==> src/rtl/multiply_const_seq.sv <==
// ============================================================================
// Module   : multiply_const_seq
// Brief    : Sequential shift-add multiplier of an unsigned operand by a fixed
//            constant, one constant bit per clock, Start/Busy/Done handshake.
// Revision : 1.0 - initial release
// ============================================================================
`default_nettype none

module multiply_const_seq #(
    parameter int unsigned IN_W     = 4,
    parameter int unsigned CONST    = 100,
    parameter int unsigned CONST_W  = 7,
    parameter int unsigned OUT_W    = 10,
    parameter int unsigned SATURATE = 0
) (
    input  logic             Clk,
    input  logic             Reset,
    input  logic             Start,
    input  logic [IN_W-1:0]  Operand_In,
    output logic             Busy,
    output logic             Done,
    output logic             Overflow,
    output logic [OUT_W-1:0] Multi_Out
);

    localparam int unsigned FW    = IN_W + CONST_W;
    localparam int unsigned IDX_W = (CONST_W > 1) ? $clog2(CONST_W) : 1;
    localparam logic [CONST_W-1:0] c_const_bits = CONST_W'(CONST);
    localparam logic [IDX_W-1:0]   c_last_idx   = IDX_W'(CONST_W - 1);

    typedef enum logic [1:0] {
        S_IDLE = 2'd0,
        S_RUN  = 2'd1,
        S_DONE = 2'd2
    } state_t;

    state_t             r_state;
    state_t             w_next;
    logic [IN_W-1:0]    r_operand;
    logic [FW-1:0]      r_acc;
    logic [IDX_W-1:0]   r_idx;
    logic [OUT_W-1:0]   r_out;
    logic               r_ovf;
    logic               r_busy;
    logic               r_done;

    logic               w_last;
    logic [FW-1:0]      w_addend;
    logic [FW-1:0]      w_sum;
    logic [OUT_W-1:0]   w_trunc;
    logic               w_ovf;
    logic [OUT_W-1:0]   w_result;

    assign w_last   = (r_idx == c_last_idx);
    assign w_addend = c_const_bits[r_idx] ? (FW'(r_operand) << r_idx) : '0;
    assign w_sum    = r_acc + w_addend;

    // Overflow can only exist when the output is narrower than the full product.
    generate
        if (OUT_W >= FW) begin : g_no_ovf
            assign w_trunc = OUT_W'(w_sum);
            assign w_ovf   = 1'b0;
        end else begin : g_ovf
            assign w_trunc = w_sum[OUT_W-1:0];
            assign w_ovf   = |w_sum[FW-1:OUT_W];
        end
    endgenerate

    assign w_result = ((SATURATE != 0) && w_ovf) ? {OUT_W{1'b1}} : w_trunc;

    always_ff @(posedge Clk or posedge Reset) begin
        if (Reset) begin
            r_state <= S_IDLE;
        end else begin
            r_state <= w_next;
        end
    end

    always_comb begin
        w_next = r_state;
        case (r_state)
            S_IDLE:  if (Start) w_next = S_RUN;
            S_RUN:   if (w_last) w_next = S_DONE;
            S_DONE:  w_next = S_IDLE;
            default: w_next = S_IDLE;
        endcase
    end

    // Busy/Done are registered from the next state so they align with r_state.
    always_ff @(posedge Clk or posedge Reset) begin
        if (Reset) begin
            r_operand <= '0;
            r_acc     <= '0;
            r_idx     <= '0;
            r_out     <= '0;
            r_ovf     <= 1'b0;
            r_busy    <= 1'b0;
            r_done    <= 1'b0;
        end else begin
            r_busy <= (w_next != S_IDLE);
            r_done <= (w_next == S_DONE);
            case (r_state)
                S_IDLE: begin
                    if (Start) begin
                        r_operand <= Operand_In;
                        r_acc     <= '0;
                        r_idx     <= '0;
                    end
                end
                S_RUN: begin
                    r_acc <= w_sum;
                    r_idx <= r_idx + IDX_W'(1);
                    if (w_last) begin
                        r_out <= w_result;
                        r_ovf <= w_ovf;
                    end
                end
                default: ;
            endcase
        end
    end

    assign Busy      = r_busy;
    assign Done      = r_done;
    assign Overflow  = r_ovf;
    assign Multi_Out = r_out;

endmodule

`default_nettype wire

==> config.mk <==
export PLATFORM = sky130hd
export DESIGN_NAME = multiply_const_seq
export DESIGN_NICKNAME = d
export VERILOG_FILES = /design/src/rtl/multiply_const_seq.sv
export SDC_FILE = /design/constraint.sdc
export NUM_CORES = 1
export LEC_CHECK = 0
export ABC_AREA = 1
export CAP_MARGIN = 40
export CELL_PAD_IN_SITES_DETAIL_PLACEMENT = 1
export CELL_PAD_IN_SITES_GLOBAL_PLACEMENT = 1
export CORE_MARGIN = 5
export CORE_UTILIZATION = 45
export DETAILED_ROUTE_END_ITERATION = 7
export PLACE_DENSITY = 0.93
export SYNTH_ARGS = -nofsm -noshare
export SYNTH_HDL_FRONTEND = slang
export SYNTH_SLANG_ARGS = --single-unit
==> constraint.sdc <==
create_clock -name Clk -period 4.8 [get_ports Clk]
set_input_delay 0.96 -clock Clk [delete_from_list [all_inputs] [get_ports Clk]]
set_output_delay 0.96 -clock Clk [all_outputs]
set_load 0.005 [all_outputs]
==> results.txt, run 1 <==
The worst endpoint data arrival time came out at 2.67 ns. The die extent in y came out at 76.3 µm. The fraction of power spent switching nets is 46.9%. The internal portion of total power is 868 µW. The clock transition at the registers of the reported paths is 0.07 ns. The hold slack came out at 0.478 ns. The worst setup slack after layout is 2.32 ns. The number of failing setup endpoints in the final timing report is 0. At the end of routability-driven placement, the weighted congestion stood at 0.916. The clock network latency to the later pin of the worst-skew pair is 0.29 ns. The number of cell rows is 24. The global routing's busiest layer is met2. For the final routed database, the setup TNS stands at 0 ns. Cells fill 53.7% of the core in the end. Cells with a size suffix above 1 make up 8.48% of the layout. For this design the ratio of total power to cell area is 709 nW/µm². Yosys mapped the design onto 28 distinct sky130hd cell types. Setup repair after global routing left no endpoint under its margin. The clock passes through at most 2 buffers. The average vias per placed instance came out at 5.38. The max-slew violation count is 0. Prior to clock tree synthesis, the placed netlist has a worst setup slack of 2.36 ns. The count of instances resized after the clock tree is built came out at 0. The largest net degree at the start of global routing came out at 34. Fill cells in the final layout number 562.

In this run the standard cell core region covers 4290 µm². The width of the die came out at 76.3 µm. The path class of the tightest hold or removal check is reg2reg. The total detailed-routing wirelength is 5.26 mm. The initial standard-cell utilization of the core came out at 46.0%. Between clock sinks in the finished design, the worst skew comes to 0.00514 ns. The final cell area excluding filler cells came out at 2310 µm². After detailed routing, the number of remaining DRC violations is 0. The floorplan step defined a die boundary enclosing 5820 µm². The average wire length per cell after detail routing came out at 15.7 µm. Summed over all instances, the cell type with the most area after synthesis is sky130_fd_sc_hd__dfrtp_1.

The worst supply voltage drop on vdd came out at 0.394 mV. The cell area reported after detailed placement is 2220 µm². 20 I/O pins were placed. The area taken by flip-flops and latches came out at 826 µm².

The worst setup path is captured at a flip-flop. By area the synthesized netlist is led by sky130_fd_sc_hd__dfrtp_1 (42%), sky130_fd_sc_hd__nand2_1 (17%), sky130_fd_sc_hd__ha_1 (7.6%), sky130_fd_sc_hd__nand3_1 (4.6%), sky130_fd_sc_hd__nor2_1 (4.6%). The met3 track demand over resource came out at 3.78%. The minimum clock period came out at 2.48 ns.

During synthesis, Yosys emitted a total of 0 warnings. The initial antenna violation count is 0. The global-route usage over all layers came out at 19.7%. The H-tree depth reported by CTS is 2.

The number of setup buffers added after CTS is 0. The global-route track usage on met2 came out at 33.3%. The wire length of the first global-routing pass is 9.16 mm. The via count is 1802.

Port buffering added 19 buffers. The area used by multi-input combinational logic came out at 1020 µm². The setup path with the least slack is of type reg2reg. The TritonCTS clock tree is yes. The average footprint of a synthesized cell came out at 7.72 µm². The worst setup path is launched from a flip-flop. The number of buffers inserted for hold repair after clock tree synthesis is 0.

The share of the clock period used by the worst path is 51.6%. The analysis attributes to cell leakage a power of 1.22 nW. The net count reported at finish is 302. The share of total power in the clock network came out at 12.7%.

Once detail routing completed, the nets flagged for antenna violations numbered 0. The cell count after synthesis came out at 256. The combinational power share is 55.7%. The max capacitance violation total came out at 0. The number of sinks on the clock net is 33. The synthesized design contains 33 register bits.

The number of antenna cells inserted came out at 0. The violation count after the first detailed-route iteration came out at 76. The total power is 1.64 mW.

The number of instances in the placed design came out at 327. The cell area after technology mapping is 1980 µm². The number of global-route vias before repair was 1950.

Based on the critical path, the design can be clocked at up to 0.403 GHz. Before antenna repair, the detailed router went through 4 iterations. The met1 track demand over resource in global routing is 23.5%. The total CTS buffers came out at 5. The part of the total power dissipated in sequential elements is 31.6%. The final hold violation count is 0. The synthesis-to-layout area growth came out at 16.6%. Of all nets on the critical path, the largest fanout is 12. The required time of the critical path is 4.99 ns. The switching power summed over all nets is 768 µW. The flow ran to the end, and the final reports show no timing, DRC or antenna violations.

The tree is rooted in a sky130_fd_sc_hd__clkbuf_8. The finished layout holds 335 standard cells, fillers aside. The sequential-to-total area share from yosys stat is 41.8%. Summed over all layers, the global routing overflow is 0. The top cell type's share of synthesized area came out at 41.8%. Once detailed placement completed, the half-perimeter wirelength came to 4.13 mm.
## path summary, 6_finish.rpt
check	depth (start not counted)	start	to	slack, ns
worst max register to register	11	r_idx[0]$_DFFE_PP0P_	Multi_Out[7]$_DFFE_PP0P_	2.32
worst min-delay path	2	Multi_Out[7]$_DFFE_PP0P_	Multi_Out[7]$_DFFE_PP0P_	0.48
worst min register to register	2	Multi_Out[7]$_DFFE_PP0P_	Multi_Out[7]$_DFFE_PP0P_	0.48
min in group asynchronous	3	Reset	r_acc[5]$_DFFE_PP0P_	1.11
worst max-delay path	11	r_idx[0]$_DFFE_PP0P_	Multi_Out[7]$_DFFE_PP0P_	2.32
max in group asynchronous	3	Reset	Multi_Out[7]$_DFFE_PP0P_	3.38
## kinds of logic after synthesis
logic type / after synthesis / share of synthesized area [%]
other cells: 1 / 0.190
xor+xnor: 2 / 0.886
compound gates: 31 / 8.42
fa+ha+maj: 13 / 8.61
mux: 2 / 1.14
flops: 33 / 41.8
simple gates: 144 / 32.1
buf+inv: 30 / 6.90
## worst max-delay path, cell delays in order, from the launching register on
cell and delay, ns:
sky130_fd_sc_hd__dfrtp_1 0.50, sky130_fd_sc_hd__o21ai_0 0.29, sky130_fd_sc_hd__nor2_1 0.07, sky130_fd_sc_hd__a31oi_1 0.21
sky130_fd_sc_hd__nor2_1 0.08, sky130_fd_sc_hd__ha_1 0.35, sky130_fd_sc_hd__a21oi_1 0.38, sky130_fd_sc_hd__nor2_1 0.09
sky130_fd_sc_hd__nor2_1 0.14, sky130_fd_sc_hd__nand3b_1 0.11, sky130_fd_sc_hd__nand3_1 0.09, sky130_fd_sc_hd__nand2_1 0.05
## synthesized netlist by cell type
master                     count
sky130_fd_sc_hd__a21oi_1      10
sky130_fd_sc_hd__a31oi_1       1
sky130_fd_sc_hd__buf_2         1
sky130_fd_sc_hd__buf_6         2
sky130_fd_sc_hd__conb_1        1
sky130_fd_sc_hd__dfrtp_1      33
sky130_fd_sc_hd__fa_1          1
sky130_fd_sc_hd__ha_1         12
sky130_fd_sc_hd__inv_1        23
sky130_fd_sc_hd__inv_2         2
sky130_fd_sc_hd__inv_4         1
sky130_fd_sc_hd__inv_6         1
sky130_fd_sc_hd__mux2_2        2
sky130_fd_sc_hd__nand2_1      88
sky130_fd_sc_hd__nand2_2       3
sky130_fd_sc_hd__nand2_4       1
sky130_fd_sc_hd__nand3_1      18
sky130_fd_sc_hd__nand3b_1      3
sky130_fd_sc_hd__nand4_1       4
sky130_fd_sc_hd__nor2_1       24
sky130_fd_sc_hd__nor2_8        2
sky130_fd_sc_hd__o21ai_0      11
sky130_fd_sc_hd__o21ai_1       5
sky130_fd_sc_hd__o21ai_2       2
sky130_fd_sc_hd__o22ai_1       2
sky130_fd_sc_hd__or2_2         1
sky130_fd_sc_hd__xnor2_1       1
sky130_fd_sc_hd__xor2_1        1
## power by group through the flow
stage               combinational [mW]  clock (mW)  sequential (mW)
floorplan                        0.636           0            0.492
global placement                 0.853           0            0.511
detailed placement               0.906           0            0.520
CTS                              0.912       0.213            0.517
global route                      1.04       0.227            0.539
finish                           0.910       0.208            0.517
## registers in the layout, summed over array words and instances (netlist names)
| register | count |
|---|---|
| Busy | 1 |
| Done | 1 |
| Multi_Out | 10 |
| Overflow | 1 |
| r_acc | 11 |
| r_idx | 3 |
| r_operand | 4 |
| r_state | 2 |
## cells in the final DEF, fill, tap and decap left out, types with 2 or more instances in the layout
| cell | n |
|---|---|
| sky130_fd_sc_hd__nand2_1 | 88 |
| sky130_fd_sc_hd__dfrtp_1 | 33 |
| sky130_fd_sc_hd__nor2_1 | 24 |
| sky130_fd_sc_hd__inv_1 | 23 |
| sky130_fd_sc_hd__clkdlybuf4s50_1 | 19 |
| sky130_fd_sc_hd__nand3_1 | 18 |
| sky130_fd_sc_hd__ha_1 | 12 |
| sky130_fd_sc_hd__o21ai_0 | 11 |
| sky130_fd_sc_hd__a21oi_1 | 10 |
| sky130_fd_sc_hd__o21ai_1 | 5 |
| sky130_fd_sc_hd__clkbuf_8 | 5 |
| sky130_fd_sc_hd__nand4_1 | 4 |
| sky130_fd_sc_hd__nand2_2 | 3 |
| sky130_fd_sc_hd__nand3b_1 | 3 |
| sky130_fd_sc_hd__conb_1 | 3 |
| sky130_fd_sc_hd__inv_2 | 2 |
| sky130_fd_sc_hd__nor2_8 | 2 |
| sky130_fd_sc_hd__mux2_2 | 2 |
| sky130_fd_sc_hd__o22ai_1 | 2 |
| sky130_fd_sc_hd__o21ai_2 | 2 |
| sky130_fd_sc_hd__clkinv_2 | 2 |
## layout make-up
cell class	instances	share of cell area, %
multi-input combinational	195	44.3
sequential	33	35.8
timing repair buffer	20	8.57
inverter	27	4.72
clock buffer	5	2.98
tap	52	2.82
clock inverter	3	0.760
## metal layers
metal	up-vias	wire [µm]
li1	871	-
met1	880	2220
met2	36	2690
met3	15	168
met4	0	182
met5	-	0
(Power assumes the default switching activity.)
==> run 2: changes to the inputs <==
- CORE_UTILIZATION: 45 -> 42
- PLACE_DENSITY: 0.93 -> 0.88
- clock period: 4.8 -> 2.35 ns (I/O delays scaled with it)
==> run 2 against run 1 <==
Against the previous run:
- maximum frequency up 11%
- sequential power up 100%
- core utilization down 2.3 points
- setup slack worse by 2.2 ns
- wire length up 2.6%
- first-iteration DRC count down 9.2%
- power up 120%
- worst hold slack better by 0.013 ns
- sequential cell count unchanged
- sequential share of layout area down 1.2 points
- clock skew up 0.0035 ns
- largest power group unchanged
==> results.txt, run 2 (synthesis results as in run 1) <==
The average wire length per cell after detail routing is 15.9 µm. The final hold violation count is 0. The met1 track demand over resource in global routing is 24.2%. The final antenna-violating net count came out at 0. The part of the total power dissipated in sequential elements came out at 29.7%. The synthesis-to-layout area growth came out at 21.1%. Cells fill 51.4% of the core in the end. The run finished with clean final reports. The global routing's busiest layer is met2. The fill cell instance count of the final layout came out at 589. The detailed-placement wirelength estimate came out at 3.82 mm.

The worst endpoint data arrival time came out at 2.46 ns. The share of layout cells above drive strength 1 came out at 13.7%. The internal portion of total power came out at 1.90 mW. The setup skew after layout came out at 0.00866 ns. TritonCTS built the clock tree. The number of sinks on the clock net came out at 33.

The worst setup slack for register-to-register paths came out at 0.12 ns. The total die area is 6180 µm². The max-slew violation count is 0. The share of total power in the clock network came out at 13.9%. The wire length of the first global-routing pass is 9.15 mm.

The required time of the critical path is 2.58 ns. The floorplan step set the die width to 78.6 µm. Combinational cells account for 56.4% of the total power.

The remaining routing DRC violations is 0. The average vias per placed instance is 5.25. The buffer type at the clock tree root is sky130_fd_sc_hd__clkbuf_8. The initial antenna violation count is 0. The initial standard-cell utilization of the core is 42.4%. The number of cell rows came out at 25. The via count came out at 1781. In the layout the commonest cells are sky130_fd_sc_hd__nand2_1 (88), sky130_fd_sc_hd__dfrtp_1 (31), sky130_fd_sc_hd__nor2_1 (23), sky130_fd_sc_hd__inv_1 (22), sky130_fd_sc_hd__clkdlybuf4s50_1 (19). In the final design database the tool counted 304 nets. The placer's final routability congestion estimate is 0.802. The share of the clock period used by the worst path came out at 95.0%. The global-route usage over all layers came out at 18.9%. The detailed-routing iteration count for the pre-antenna-repair pass came out at 4. The library cell used most frequently in the layout, excluding fill and tap cells, is sky130_fd_sc_hd__nand2_1. For met2 alone, demand over resource in global routing was 32.2%. The maximum fanout encountered on the critical timing path is 7.

The stage delay of the slowest cell on the critical path is 0.45 ns. The clock transition at the registers of the reported paths is 0.07 ns. The H-tree depth reported by CTS came out at 2.

The number of failing setup endpoints in the final timing report is 0. For this run the aggregate overflow at the end of global routing stands at 0. In this run the power spent charging and discharging nets is 1.63 mW. The count of input and output buffers came out at 19. Summing all placed instances gives a cell area of 2230 µm². The final cell area excluding filler cells is 2390 µm².

STA classifies the critical path endpoint as a flip-flop. The die is 78.6 µm tall. The register with the most flip-flops in the final layout is r_acc. The number of clock buffers added by TritonCTS is 5. The final total negative setup slack came out at 0 ns.

The violation count after the first detailed-route iteration came out at 69. The setup path with the least slack is of type reg2reg. Among the stages of the critical path, the cell type that occurs most often is sky130_fd_sc_hd__nand2_1. The minimum clock period is 2.23 ns. The max capacitance violation total came out at 0. The worst supply voltage drop on vdd came out at 0.693 mV. Entering global routing, the biggest net connects 34 pins. After floorplanning, the core was sized to cover 4660 µm². The number of antenna cells inserted came out at 0.

The upper clock frequency limit came out at 0.448 GHz. Traced cell by cell, the critical path runs through buf_2 -> nor2_2 -> nand2_1 -> nor2_1 -> ha_1 -> nand2_1 -> nand3_2 -> nand2_1 -> nand2_1 -> xor2_1 -> nand2_1 -> nand2_1. The register with the most flip-flops in the layout has 11 of them. Grouping stages by cell kind, the critical path spends the most delay in simple AND/OR/NAND/NOR gates.

For this design the static power due to leakage is 1.24 nW. Summed over all layers, the routed wires come to 5.39 mm. STA classifies the critical path startpoint as a flip-flop.

The clock reaches the later pin of the worst-skew pair after 0.29 ns. Summing all flip-flop and latch instances after layout gives 828 µm². In this run the power density over the cells is 1470 nW/µm².

In this run the count of I/O pins placed on the die edge is 20. The type of the tightest min-delay check is reg2reg. The number of global-route vias before repair is 1905. The slowest stage of the critical path belongs to the cell sky130_fd_sc_hd__dfrtp_2. The met3 track demand over resource is 4.36%. The multi-input combinational cells in the finished layout cover a total of 1080 µm². The number of buffers and inverters on the critical path is 1. The longest clock path from root to sink contains 2 buffers. The fraction of power spent switching nets came out at 46.1%.
-- run 2: cell count changes in the layout (fill, tap and decap cells not counted), sizes merged --
cell / change
clkinv: -1
buf: +2
clkbuf: +2
clkinvlp: -1
-- run 2: through the flow --
step	worst slack, ns	hold WS (ns)	cells	total power, mW
2_1_floorplan	0.266	0.455	258	2.30
3_3_place_gp	0.0412	0.461	330	2.81
3_5_place_dp	-0.0855	0.474	330	2.91
4_1_cts	0.00258	0.496	338	3.43
5_1_grt	-0.0704	0.515	339	3.86
6_report	0.119	0.490	339	3.53
-- run 2: power groups by stage --
stage          clock, mW  combinational, mW  sequential [mW]
2_1_floorplan          0               1.30             1.00
3_3_place_gp           0               1.77             1.04
3_5_place_dp           0               1.86             1.05
4_1_cts            0.498               1.89             1.05
5_1_grt            0.523               2.24             1.09
6_report           0.490               1.99             1.05
-- run 2: final timing paths --
kind | startpoint | to | depth (start not counted)
setup / recovery | r_idx[0]$_DFFE_PP0P_ | r_acc[6]$_DFFE_PP0P_ | 12
hold / removal | Multi_Out[9]$_DFFE_PP0P_ | Multi_Out[9]$_DFFE_PP0P_ | 2
setup reg to reg | r_idx[0]$_DFFE_PP0P_ | r_acc[6]$_DFFE_PP0P_ | 12
hold reg to reg | Multi_Out[9]$_DFFE_PP0P_ | Multi_Out[9]$_DFFE_PP0P_ | 2
max in group asynchronous | Reset | r_idx[0]$_DFFE_PP0P_ | 3
min in group asynchronous | Reset | Multi_Out[4]$_DFFE_PP0P_ | 3
-- run 2: per-layer routing --
| metal | share of wire [%] | vias to the layer above |
|---|---|---|
| li1 | - | 873 |
| met1 | 45 | 868 |
| met2 | 50 | 26 |
| met3 | 2.7 | 14 |
| met4 | 2.2 | 0 |
| met5 | 0 | - |
-- run 2: cell type report --
class	count	area share (%)
inverters	27	4.55
well taps	54	2.82
multi-input cells	195	45.0
flip-flops and latches	33	34.6
repair buffers	22	8.78
clock buffers	7	4.02
clock inverters	1	0.209
-- run 2: worst register-to-register path: stages, from the launching register on --
cell and delay [ns]:
sky130_fd_sc_hd__dfrtp_2 0.45, sky130_fd_sc_hd__buf_2 0.19, sky130_fd_sc_hd__nor2_2 0.14, sky130_fd_sc_hd__nand2_1 0.11, sky130_fd_sc_hd__nor2_1 0.15, sky130_fd_sc_hd__ha_1 0.31
sky130_fd_sc_hd__nand2_1 0.15, sky130_fd_sc_hd__nand3_2 0.13, sky130_fd_sc_hd__nand2_1 0.10, sky130_fd_sc_hd__nand2_1 0.07, sky130_fd_sc_hd__xor2_1 0.21, sky130_fd_sc_hd__nand2_1 0.10
sky130_fd_sc_hd__nand2_1 0.07
-- run 2: timing repair --
item	in CTS	in global routing
pin swaps	0	0
hold buffers	0	0
setup buffers	0	1
resized for setup	1	18
endpoints found under the setup margin	4	14
